==> config.mk <==
export PLATFORM = sky130hd
export DESIGN_NAME = t1_idle_monitor_flat
export DESIGN_NICKNAME = d
export VERILOG_FILES = /design/src/rtl/t1_idle_pkg.sv /design/src/rtl/t1_idle_monitor_if.sv /design/src/rtl/t1_outstanding_counter.sv /design/src/rtl/t1_idle_monitor.sv /design/src/flat_wrapper.sv
export SDC_FILE = /design/constraint.sdc
export NUM_CORES = 1
export LEC_CHECK = 0
export BUFFER_PORTS_ARGS = -buffer_cell sky130_fd_sc_hd__buf_2
export CELL_PAD_IN_SITES_DETAIL_PLACEMENT = 1
export CELL_PAD_IN_SITES_GLOBAL_PLACEMENT = 2
export CORE_MARGIN = 1
export CORE_UTILIZATION = 40
export DETAILED_ROUTE_END_ITERATION = 16
export PLACE_DENSITY = 0.95
export SLEW_MARGIN = 20
export SYNTH_ARGS = -nofsm -noshare
export SYNTH_HDL_FRONTEND = slang
export SYNTH_SLANG_ARGS = --single-unit
==> constraint.sdc <==
create_clock -name clock -period 3.59 [get_ports clock]
set_input_delay 0.1795 -clock clock [delete_from_list [all_inputs] [get_ports clock]]
set_output_delay 0.1795 -clock clock [all_outputs]
set_load 0.01 [all_outputs]
==> src/rtl/t1_idle_pkg.sv <==
//==============================================================================
// Module : t1_idle_pkg
// Brief  : Shared types and defaults for the idle / quiescence monitor.
// Rev    : 1.0  initial release
//==============================================================================
`default_nettype none

package t1_idle_pkg;

  typedef enum logic [1:0] {
    RUN   = 2'd0,
    DRAIN = 2'd1,
    QUIET = 2'd2,
    IDLE  = 2'd3
  } state_e;

  localparam int DEFAULT_CNT_W        = 8;
  localparam int DEFAULT_QUIET_CYCLES = 16;

endpackage

`default_nettype wire

==> src/rtl/t1_idle_monitor_if.sv <==
//==============================================================================
// Module : t1_idle_monitor_if
// Brief  : Per-port AXI fire strobes and core quit indication for the monitor.
// Rev    : 1.0  initial release
//==============================================================================
`default_nettype none

interface t1_idle_monitor_if #(
  parameter int NUM_PORTS = 4
);

  logic [NUM_PORTS-1:0] ar_fire;
  logic [NUM_PORTS-1:0] r_last_fire;
  logic [NUM_PORTS-1:0] aw_fire;
  logic [NUM_PORTS-1:0] b_fire;
  logic                 core_quit;

  modport master (
    output ar_fire,
    output r_last_fire,
    output aw_fire,
    output b_fire,
    output core_quit
  );

  modport slave (
    input ar_fire,
    input r_last_fire,
    input aw_fire,
    input b_fire,
    input core_quit
  );

endinterface

`default_nettype wire

==> src/rtl/t1_outstanding_counter.sv <==
//==============================================================================
// Module : t1_outstanding_counter
// Brief  : Saturating outstanding-transaction counter with error pulses.
// Rev    : 1.0  initial release
//==============================================================================
`default_nettype none

module t1_outstanding_counter
  import t1_idle_pkg::*;
#(
  parameter int CNT_W = DEFAULT_CNT_W
) (
  input  logic clock,
  input  logic reset,
  input  logic inc,
  input  logic dec,
  output logic is_zero,
  output logic next_is_zero,
  output logic ovf,
  output logic udf
);

  localparam logic [CNT_W-1:0] C_MAX = {CNT_W{1'b1}};

  logic [CNT_W-1:0] count_q;
  logic [CNT_W-1:0] count_d;

  // Simultaneous inc and dec cancel; errors hold the count where it is.
  always_comb begin
    count_d = count_q;
    ovf     = 1'b0;
    udf     = 1'b0;
    if (inc && !dec) begin
      if (count_q == C_MAX) ovf = 1'b1;
      else                  count_d = count_q + 1'b1;
    end else if (dec && !inc) begin
      if (count_q == '0) udf = 1'b1;
      else               count_d = count_q - 1'b1;
    end
  end

  always_ff @(posedge clock) begin
    if (reset) count_q <= '0;
    else       count_q <= count_d;
  end

  assign is_zero      = (count_q == '0);
  assign next_is_zero = (count_d == '0);

endmodule

`default_nettype wire

==> src/rtl/t1_idle_monitor.sv <==
//==============================================================================
// Module : t1_idle_monitor
// Brief  : Raises idle once quit is seen and all AXI ports stay drained.
// Rev    : 1.0  initial release
//==============================================================================
`default_nettype none

module t1_idle_monitor
  import t1_idle_pkg::*;
#(
  parameter int NUM_PORTS    = 4,
  parameter int CNT_W        = DEFAULT_CNT_W,
  parameter int QUIET_CYCLES = DEFAULT_QUIET_CYCLES
) (
  input  logic                 clock,
  input  logic                 reset,
  input  logic                 initFlag,
  t1_idle_monitor_if.slave     bus,
  output logic                 idle,
  output logic [NUM_PORTS-1:0] busy_ports,
  output logic                 cnt_err,
  output logic                 late_activity
);

  localparam int            QW         = $clog2(QUIET_CYCLES + 1);
  localparam logic [QW-1:0] QUIET_LAST = QW'(QUIET_CYCLES - 1);

  logic clr;
  assign clr = reset | initFlag;

  logic [NUM_PORTS-1:0] rd_zero, wr_zero, rd_next_zero, wr_next_zero;
  logic [NUM_PORTS-1:0] rd_ovf, rd_udf, wr_ovf, wr_udf;

  for (genvar p = 0; p < NUM_PORTS; p++) begin : g_port
    t1_outstanding_counter #(.CNT_W(CNT_W)) u_rd (
      .clock        (clock),
      .reset        (clr),
      .inc          (bus.ar_fire[p]),
      .dec          (bus.r_last_fire[p]),
      .is_zero      (rd_zero[p]),
      .next_is_zero (rd_next_zero[p]),
      .ovf          (rd_ovf[p]),
      .udf          (rd_udf[p])
    );
    t1_outstanding_counter #(.CNT_W(CNT_W)) u_wr (
      .clock        (clock),
      .reset        (clr),
      .inc          (bus.aw_fire[p]),
      .dec          (bus.b_fire[p]),
      .is_zero      (wr_zero[p]),
      .next_is_zero (wr_next_zero[p]),
      .ovf          (wr_ovf[p]),
      .udf          (wr_udf[p])
    );
  end

  logic any_fire;
  logic all_zero;
  assign any_fire = |{bus.ar_fire, bus.r_last_fire, bus.aw_fire, bus.b_fire};
  assign all_zero = (&rd_zero) & (&wr_zero) & ~any_fire;

  state_e               state_q, state_d;
  logic [QW-1:0]        quiet_cnt_q, quiet_cnt_d;
  logic                 idle_q, idle_d;
  logic [NUM_PORTS-1:0] busy_ports_q, busy_ports_d;
  logic                 cnt_err_q, cnt_err_d;
  logic                 late_activity_q, late_activity_d;

  always_comb begin
    state_d         = state_q;
    quiet_cnt_d     = quiet_cnt_q;
    late_activity_d = late_activity_q;
    case (state_q)
      RUN: begin
        if (bus.core_quit) state_d = DRAIN;
      end
      DRAIN: begin
        if (all_zero) begin
          state_d     = QUIET;
          quiet_cnt_d = '0;
        end
      end
      QUIET: begin
        if (!all_zero)                     state_d = DRAIN;
        else if (quiet_cnt_q == QUIET_LAST) state_d = IDLE;
        else                               quiet_cnt_d = quiet_cnt_q + 1'b1;
      end
      IDLE: begin
        // Quit is irrelevant here; only new traffic can leave IDLE.
        if (any_fire) begin
          late_activity_d = 1'b1;
          state_d         = DRAIN;
        end
      end
      default: state_d = RUN;
    endcase
    idle_d       = (state_d == IDLE);
    busy_ports_d = ~(rd_next_zero & wr_next_zero);
    cnt_err_d    = cnt_err_q | (|{rd_ovf, rd_udf, wr_ovf, wr_udf});
  end

  always_ff @(posedge clock) begin
    if (clr) begin
      state_q         <= RUN;
      quiet_cnt_q     <= '0;
      idle_q          <= 1'b0;
      busy_ports_q    <= '0;
      cnt_err_q       <= 1'b0;
      late_activity_q <= 1'b0;
    end else begin
      state_q         <= state_d;
      quiet_cnt_q     <= quiet_cnt_d;
      idle_q          <= idle_d;
      busy_ports_q    <= busy_ports_d;
      cnt_err_q       <= cnt_err_d;
      late_activity_q <= late_activity_d;
    end
  end

  assign idle          = idle_q;
  assign busy_ports    = busy_ports_q;
  assign cnt_err       = cnt_err_q;
  assign late_activity = late_activity_q;

endmodule

`default_nettype wire

==> src/flat_wrapper.sv <==
// flat-port wrapper written by rule: the top's interface ports become plain ports
module t1_idle_monitor_flat import t1_idle_pkg::*;
#(
  parameter int NUM_PORTS    = 4,
  parameter int CNT_W        = DEFAULT_CNT_W,
  parameter int QUIET_CYCLES = DEFAULT_QUIET_CYCLES
)
  (clock, reset, initFlag, idle, busy_ports, cnt_err, late_activity, bus_ar_fire, bus_r_last_fire, bus_aw_fire, bus_b_fire, bus_core_quit);
  t1_idle_monitor_if #(.NUM_PORTS(NUM_PORTS)) bus_i ();
  input  logic clock;
  input  logic reset;
  input  logic initFlag;
  output logic idle;
  output logic [NUM_PORTS-1:0] busy_ports;
  output logic cnt_err;
  output logic late_activity;
  input wire logic [$bits(bus_i.ar_fire)-1:0] bus_ar_fire;
  input wire logic [$bits(bus_i.r_last_fire)-1:0] bus_r_last_fire;
  input wire logic [$bits(bus_i.aw_fire)-1:0] bus_aw_fire;
  input wire logic [$bits(bus_i.b_fire)-1:0] bus_b_fire;
  input wire logic [$bits(bus_i.core_quit)-1:0] bus_core_quit;
  assign bus_i.ar_fire = bus_ar_fire;
  assign bus_i.r_last_fire = bus_r_last_fire;
  assign bus_i.aw_fire = bus_aw_fire;
  assign bus_i.b_fire = bus_b_fire;
  assign bus_i.core_quit = bus_core_quit;
  t1_idle_monitor #(.NUM_PORTS(NUM_PORTS), .CNT_W(CNT_W), .QUIET_CYCLES(QUIET_CYCLES)) u_core (.clock(clock), .reset(reset), .initFlag(initFlag), .bus(bus_i), .idle(idle), .busy_ports(busy_ports), .cnt_err(cnt_err), .late_activity(late_activity));
endmodule
==> results.md, run 1 <==
- Ys async rst share: 0
- Mux cell area share after synthesis: 0.0215
- Pleak: 0.00235 µW
- TritonCTS buffer count: 9
- Clock Skews: 9.52 ps
- Yosys top cell by area: dfxtp_1
- Reg2reg end: u_core.busy_ports[1]$_SDFF_PP0_
- Via count: 6432
- PostCTS Resize Cnt: 0
- Hold Vio Cnt, Final: 0
- Crit path kind: reg2reg
- Post-Layout Cell Count: 1016
- Hold-fix buffers, CTS: 0
- CTS sink cnt: 78
- Xor and xnor area share after synthesis: 0.0243
- Area of the multi-input gates: 4210 µm²
- Crit path max fanout: 8
- Area contributors post-synth: dfxtp_1 26%, nor2_1 6.8%, nand2_1 3.8%, ha_1 3.7%, clkbuf_1 3.2%
- Register area: 1560 µm²
- Fmax achieved: 368 MHz
- DRT iter0 DRCs: 384
- Largest net degree at the start of global routing: 47
- Mean Syn Cell Area: 7.28 µm²
- Worst Path Arrival: 2910 ps
- Area growth from synthesis to layout: 7.73%
- PD cells: 367 nW/µm²
- Status: complete, no violations
- Yosys warns: 0
- Initial Util: 0.415
- R2R depth: 7
- First-pass GRT wire length: 32300 µm
- Routability Congestion: 0.900
- Critical path's slowest cell: or4_4
- Distinct cell type count after synthesis: 78
- Initial antenna violation count: 0
- CTS root buffer: clkbuf_16
- Core ar.: 14800 µm²
- Die width: 126 µm
- Post-DRT Antenna Nets: 0
- Clk slew on worst S/H paths: 60 ps
- First drt pass iteration count: 4
- Hold Path Depth: 3
- Final #Nets: 865
- RSZ-0062 raised after global routing: false
- EDFF count, synth: 0
- I/O pin count: 27
- Required time of the worst setup path: 3780 ps
- DRC errors left: 0
- Dpl cells: 1000
- Worst hold start: bus_core_quit
- Kind of cell adding the most delay to the critical path: simple AND/OR/NAND/NOR gates
- Final Setup Violations: 0
- DRT Wirelength: 19200 µm
- Post-Place Cell Area: 6290 µm²
- Final period util: 0.757
- Htree depth: 3
- Gr usage total: 0.250
- Die Height: 126 µm
- Compound-Gate Fraction of Synth Area: 0.240
- Number of cell rows: 44
- Synth Area in Simple Gates: 0.363
- Hold Path Class: in2reg
- Design area: 6590 µm²
- Worst setup EP type: flip-flop
- # fillers: 1862
- Hold EP: u_core.state_q[0]$_SDFF_PP0_
- Predominant post-synthesis flop cell: dfxtp_1
- Post-synthesis sequential area ratio: 0.255
- Syn Inst Count: 841
- Die ar.: 15800 µm²
- MaxCap Viol Count: 0
- Slew Viols, Final: 0
- HPWL after DPL: 14500 µm
- Most common cell after layout, fill and taps aside: nor2_1
- FF-to-FF setup slack: 870 ps
- CP Launch Type: flip-flop
- Clock tree buffer depth: 2
- Fin Setup TNS: 0 ps
- Most frequent cells in the layout: 111 x nor2_1, 78 x dfxtp_1, 62 x nand2_1
- Adder-Cell Fraction of Synth Area: 0.0384
- Peak supply drop: 241 µV
- Mapped cell area: 6120 µm²
- #FFs+latches synth: 78
- N_diodes: 0
- Clk Latency, worst-skew pair: 350 ps
- Postcts setup bufs: 0
- Largest family of logic cells by synthesized area: simple AND/OR/NAND/NOR gates
- Worst-margin pin slew: 974 ps
- WL/cell: 18.9 µm
- CTS tree: done
- Tmin final: 2720 ps
- CP Buf/Inv Count: 0
- Largest stage delay, worst path: 570 ps
- Vias in the first global route: 6508
- Port bufs: 26
- Ratio of cells with drive above 1 in the final layout: 0.0757
- Crit Reg-Reg Startpoint: u_core.g_port[1].u_wr.count_q[3]$_SDFF_PP0_
- Slew headroom: 0.351
- Share of the synthesized area in the top cell type: 0.255
- Overall power: 2420 µW
- Vias/cell: 6.33
- Grt ovf: 0
- Critical Path, Cell by Cell: or4_4 -> or3_1 -> or2_1 -> a31oi_1 -> nand2_1 -> nor4bb_1 -> a41oi_1
- Syn_nets: 879
-- per-stage QoR --
step | utilization | setup slack [ps] | hold WS (ps)
6_report | 0.447 | 872 | 125
5_1_grt | 0.447 | 710 | 137
4_1_cts | 0.447 | 843 | 108
3_5_place_dp | 0.427 | 866 | 457
3_3_place_gp | 0.427 | 1060 | 438
2_1_floorplan | - | 1200 | 337
-- worst max-delay path by stage --
| stage | from | endpoint | slack [ps] | depth (start not counted) |
|---|---|---|---|---|
| floorplan | u_core.g_port[1].u_wr.count_q[3]$_SDFF_PP0_ | u_core.busy_ports[1]$_SDFF_PP0_ | 1200 | 8 |
| global placement | u_core.g_port[1].u_wr.count_q[3]$_SDFF_PP0_ | u_core.busy_ports[1]$_SDFF_PP0_ | 1060 | 7 |
| detailed placement | u_core.g_port[1].u_wr.count_q[3]$_SDFF_PP0_ | u_core.busy_ports[1]$_SDFF_PP0_ | 870 | 7 |
| CTS | u_core.g_port[1].u_wr.count_q[3]$_SDFF_PP0_ | u_core.busy_ports[1]$_SDFF_PP0_ | 840 | 7 |
| global route | u_core.g_port[1].u_wr.count_q[3]$_SDFF_PP0_ | u_core.busy_ports[1]$_SDFF_PP0_ | 710 | 7 |
| finish | u_core.g_port[1].u_wr.count_q[3]$_SDFF_PP0_ | u_core.busy_ports[1]$_SDFF_PP0_ | 870 | 7 |
-- metal layers --
metal,GRT usage,wire [µm],up-vias
li1,-,-,3109
met1,0.303,8570,3130
met2,0.442,9470,156
met3,0.0459,783,37
met4,0.0890,409,0
met5,0,0,-
-- cell families (layout without fill, tap and decap cells) --
| kind of cell | Yosys count | after routing |
|---|---|---|
| AOI/OAI and AO/OA | 206 | 206 |
| DFF | 78 | 78 |
| and+or+nand+nor | 417 | 417 |
| xor gates and xnor gates | 17 | 17 |
| muxes | 13 | 13 |
| buffers and inverters | 91 | 82 |
| adders and majority gates | 19 | 19 |
-- synth_stat cells (4+ instances only) --
library cell  number
and3b_1            4
o22ai_1            8
and4_1             7
inv_1             37
nand2_1           62
nor2b_1           28
a31oi_1           16
nand3_1           32
a21oi_1           36
o21ai_0           26
xnor2_1           14
a211o_1            5
a22oi_1            9
o21a_1             4
a311oi_1           7
o31ai_1            9
or3_1             13
nor3_1            34
clkbuf_1          52
nor3b_1           11
nand2b_1          24
mux2i_1           12
a211oi_1          18
and2_1             4
ha_1              18
dfxtp_1           78
o22a_1             5
o211ai_1          10
nand4_1           21
o2bb2ai_1          4
nor2_1           111
nor4_1            18
or4_1              8
nand3b_1           5
a32o_1             4
and3_1            16
-- worst register-to-register path: cells and delay by family (launching register included) --
kind	cells	cell delay (ps)
AO/OA/AOI/OAI	2	420
AND/OR/NAND/NOR	5	1760
flip-flops	1	380
-- sequential cells by signal, indices dropped and copies added (netlist names) --
| name | count |
|---|---|
| u_core.late_activity | 1 |
| u_core.cnt_err | 1 |
| u_core.idle | 1 |
| u_core.g_port.u_rd.count_q | 32 |
| u_core.state_q | 2 |
| u_core.quiet_cnt_q | 5 |
| u_core.g_port.u_wr.count_q | 32 |
| u_core.busy_ports | 4 |
-- area by class of cell --
class                      count  area share
clock buffer                  10      0.0362
timing repair buffer          29      0.0231
sequential                    78       0.237
inverter                      37      0.0211
tap                          184      0.0349
multi-input combinational    672       0.639
clock inverter                 6     0.00930
-- report_power, final --
group	internal, µW	total (µW)	switching [µW]
logic	208	531	323
registers	893	939	46.1
clock network	555	949	393
total	1660	2420	763
Power figures use the tool's default switching activity.
==> inputs of run 2 (changes only) <==
--- a/config.mk
+++ b/config.mk
@@ -5,13 +5,14 @@
 export SDC_FILE = /design/constraint.sdc
 export NUM_CORES = 1
 export LEC_CHECK = 0
+export ABC_AREA = 1
 export BUFFER_PORTS_ARGS = -buffer_cell sky130_fd_sc_hd__buf_2
 export CELL_PAD_IN_SITES_DETAIL_PLACEMENT = 1
 export CELL_PAD_IN_SITES_GLOBAL_PLACEMENT = 2
 export CORE_MARGIN = 1
-export CORE_UTILIZATION = 40
+export CORE_UTILIZATION = 33
 export DETAILED_ROUTE_END_ITERATION = 16
-export PLACE_DENSITY = 0.95
+export PLACE_DENSITY = 0.91
 export SLEW_MARGIN = 20
 export SYNTH_ARGS = -nofsm -noshare
 export SYNTH_HDL_FRONTEND = slang
==> constraint.sdc (replaced) <==
create_clock -name clock -period 2.8 [get_ports clock]
set_input_delay 0.14 -clock clock [delete_from_list [all_inputs] [get_ports clock]]
set_output_delay 0.14 -clock clock [all_outputs]
set_load 0.01 [all_outputs]
==> run 2 against run 1 <==
Register-to-register slack got worse by 210 ps. Critical path type unchanged. Highest routed layer unchanged. Synthesized cell count increased by 41%. Clock skew about the same. Total power increased by 35%. Non-clock buffer count decreased by 1. Fmax increased by 27%.
==> results.md, run 2 <==
- Syn_nets: 1226 (was 879)
- Mean Syn Cell Area: 5.58 µm² (was 7.28 µm²)
- Net Sw Power: 1110 µW (was 763 µW)
- Most frequent cells in the layout: 381 x nand2_1, 189 x nor2_1, 149 x inv_1 (was 111 x nor2_1, 78 x dfxtp_1, 62 x nand2_1)
- Fin Setup TNS: 0 ps (unchanged)
- Postcts setup bufs: 0 (unchanged)
- Vias in the first global route: 7343 (was 6508)
- CTS tree: done (unchanged)
- CP Launch Type: flip-flop (unchanged)
- #FFs+latches synth: 78 (unchanged)
- Final #Nets: 1247 (was 865)
- EDFF count, synth: 0 (unchanged)
- First-pass GRT wire length: 35500 µm (was 32300 µm)
- Final Setup Violations: 0 (unchanged)
- Area growth from synthesis to layout: 10.4% (was 7.73%)
- Tmin final: 2140 ps (was 2720 ps)
- N_diodes: 0 (unchanged)
- DRC errors left: 0 (unchanged)
- Core ar.: 19600 µm² (was 14800 µm²)
- PostCTS Resize Cnt: 0 (unchanged)
- Clock tree buffer depth: 2 (unchanged)
- Pleak: 0.00372 µW (was 0.00235 µW)
- Post-Layout Cell Count: 1478 (was 1016)
- Slew Viols, Final: 0 (unchanged)
- Crit path max fanout: 6 (was 8)
- Required time of the worst setup path: 3080 ps (was 3780 ps)
- Final period util: 0.765 (was 0.757)
- Die Height: 144 µm (was 126 µm)
- Routability Congestion: 0.867 (was 0.900)
- Crit path kind: reg2reg (unchanged)
- Ratio of cells with drive above 1 in the final layout: 0.0767 (was 0.0757)
- Int Pwr: 2170 µW (was 1660 µW)
- Switching portion of total power: 0.338 (was 0.315)
- Peak supply drop: 282 µV (was 241 µV)
- Initial antenna violation count: 0 (unchanged)
- Post-DRT Antenna Nets: 0 (unchanged)
- Largest net degree at the start of global routing: 41 (was 47)
- Distinct cell type count after synthesis: 40 (was 78)
- Most common cell after layout, fill and taps aside: nand2_1 (was nor2_1)
- Critical path's slowest cell: dfxtp_1 (was or4_4)
- Design area: 7320 µm² (was 6590 µm²)
- Clk Latency, worst-skew pair: 350 ps (about the same)
- DRT iter0 DRCs: 264 (was 384)
- Adder-Cell Fraction of Synth Area: 0.0340 (was 0.0384)
- Die width: 144 µm (was 126 µm)
- Die ar.: 20700 µm² (was 15800 µm²)
- Largest stage delay, worst path: 450 ps (was 570 ps)
- Hold Path Class: in2reg (unchanged)
- Vias/cell: 4.99 (was 6.33)
- Hold-fix buffers, CTS: 0 (unchanged)
- TritonCTS buffer count: 9 (unchanged)
- Top Registers: u_core.g_port.u_rd.count_q: 32 flops, u_core.g_port.u_wr.count_q: 32 flops, u_core.quiet_cnt_q: 5 flops (unchanged)
- Clk slew on worst S/H paths: 70 ps (was 60 ps)
- Mux cell area share after synthesis: 0 (was 0.0215)
- I/O pin count: 27 (unchanged)
- Post-Place Cell Area: 7010 µm² (was 6290 µm²)
- Crit-path most repeated cell: nand2_1
- Area contributors post-synth: dfxtp_1 24%, nand2_1 22%, nor2_1 11%, nand3_1 9.9%, inv_1 8.4% (was dfxtp_1 26%, nor2_1 6.8%, nand2_1 3.8%, ha_1 3.7%, clkbuf_1 3.2%)
- Kind of cell adding the most delay to the critical path: compound AO/OA/AOI/OAI gates (was simple AND/OR/NAND/NOR gates)
- Sequential Power Share: 0.369 (was 0.388)
- Combinational power share: 0.231 (was 0.220)
- HPWL after DPL: 16500 µm (was 14500 µm)
- Fmax achieved: 467 MHz (was 368 MHz)
- Mapped cell area: 6630 µm² (was 6120 µm²)
- Synth Area in Simple Gates: 0.514 (was 0.363)
- Worst hold margin: 216 ps (was 125 ps)
- FF-to-FF setup slack: 660 ps (was 870 ps)
- Predominant post-synthesis flop cell: dfxtp_1 (unchanged)
- PD cells: 447 nW/µm² (was 367 nW/µm²)
- Post-synthesis sequential area ratio: 0.235 (was 0.255)
- Clock power share: 0.400 (was 0.392)
- MaxCap Viol Count: 0 (unchanged)
- Htree depth: 3 (unchanged)
- First drt pass iteration count: 4 (unchanged)
- DRT Wirelength: 21300 µm (was 19200 µm)
- Worst setup EP type: flip-flop (unchanged)
- Clock Skews: 9.42 ps (was 9.52 ps)
- WL/cell: 14.4 µm (was 18.9 µm)
- Compound-Gate Fraction of Synth Area: 0.0955 (was 0.240)
- CTS sink cnt: 78 (unchanged)
- Xor and xnor area share after synthesis: 0.0172 (was 0.0243)
- # fillers: 2770 (was 1862)
- Most common cell in the netlist: nand2_1 (was nor2_1)
- Ys async rst share: 0 (unchanged)
- Share of the synthesized area in the top cell type: 0.235 (was 0.255)
- Number of cell rows: 51 (was 44)
- Yosys top cell by area: dfxtp_1 (unchanged)
- RSZ-0062 raised after global routing: false (unchanged)
- Slew headroom: 0.417 (was 0.351)
- Status: complete, no violations (unchanged)
- Port bufs: 26 (unchanged)
- Largest family of logic cells by synthesized area: simple AND/OR/NAND/NOR gates (unchanged)
- Critical Path, Cell by Cell: inv_1 -> ha_1 -> nand2_1 -> nor2_2 -> a21oi_1 -> o21ai_0 -> nand2_1 -> nor2_1 -> nand2_1 -> nor2_1 -> a21oi_1 (was or4_4 -> or3_1 -> or2_1 -> a31oi_1 -> nand2_1 -> nor4bb_1 -> a41oi_1)
- Gr usage total: 0.218 (was 0.250)
- Most frequent cells after synthesis: 381 x nand2_1, 189 x nor2_1, 149 x inv_1, 131 x nand3_1, 78 x dfxtp_1 (was 111 x nor2_1, 78 x dfxtp_1, 62 x nand2_1, 52 x clkbuf_1, 37 x inv_1)
- Via count: 7369 (was 6432)
- Hold Vio Cnt, Final: 0 (unchanged)
- CTS root buffer: clkbuf_16 (unchanged)
- Dpl cells: 1463 (was 1000)
- Worst Path Arrival: 2420 ps (was 2910 ps)
- CP Buf/Inv Count: 1 (was 0)
- Grt ovf: 0 (unchanged)
- Initial Util: 0.339 (was 0.415)
- Syn Inst Count: 1188 (was 841)
- Worst-margin pin slew: 873 ps (was 974 ps)
- Yosys warns: 0 (unchanged)
## run 2: cells by family (layout without fill, tap and decap cells)
group	Yosys count	in the layout
compound gates	120	120
xor+xnor	13	13
fa+ha+maj	18	18
buf+inv	175	200
flops	78	78
simple gates	784	784
## run 2: power by group through the flow
stage / Sequential, µW / Clock [µW] / Combinational (µW)
5_1_grt: 1220 / 1380 / 873
2_1_floorplan: 1210 / 0 / 564
6_report: 1210 / 1310 / 758
3_3_place_gp: 1230 / 0 / 745
4_1_cts: 1210 / 1340 / 765
3_5_place_dp: 1230 / 0 / 759
## run 2: final timing paths
kind	startpoint	endpoint	cells past startpoint
max	u_core.g_port[0].u_rd.count_q[0]$_SDFF_PP0_	u_core.busy_ports[0]$_SDFF_PP0_	11
min	bus_r_last_fire[0]	u_core.g_port[0].u_rd.count_q[5]$_SDFF_PP0_	4
max reg2reg	u_core.g_port[0].u_rd.count_q[0]$_SDFF_PP0_	u_core.busy_ports[0]$_SDFF_PP0_	11
min reg2reg	u_core.quiet_cnt_q[1]$_SDFFE_PP0P_	u_core.quiet_cnt_q[1]$_SDFFE_PP0P_	2
## run 2: layout make-up
class / count / area (µm²) / area share
multi-input combinational: 935 / 4380 / 0.598
inverter: 157 / 589 / 0.0805
timing repair buffer: 28 / 145 / 0.0198
clock inverter: 6 / 87.6 / 0.0120
sequential: 78 / 1560 / 0.213
tap: 265 / 332 / 0.0453
clock buffer: 9 / 225 / 0.0308
## run 2: routing by layer
layer | global-route usage | vias up | share of wire
met1 | 0.271 | 3460 | 0.48
met4 | 0.0633 | 0 | 0.018
met2 | 0.390 | 70 | 0.48
met3 | 0.0277 | 21 | 0.022
li1 | - | 3818 | -
met5 | 0 | - | 0
## run 2: through the flow
| step | power [µW] | setup WS, ps | util |
|---|---|---|---|
| floorplan | 1770 | 1150 | - |
| global placement | 1980 | 712 | 0.358 |
| detailed placement | 1990 | 687 | 0.358 |
| CTS | 3320 | 676 | 0.374 |
| global route | 3470 | 434 | 0.374 |
| finish | 3280 | 659 | 0.374 |
## run 2: tightest hold or removal path: stages
cell	delay [ps]
buf_2	100
nor2_2	100
nand2_1	110
a21oi_1	60
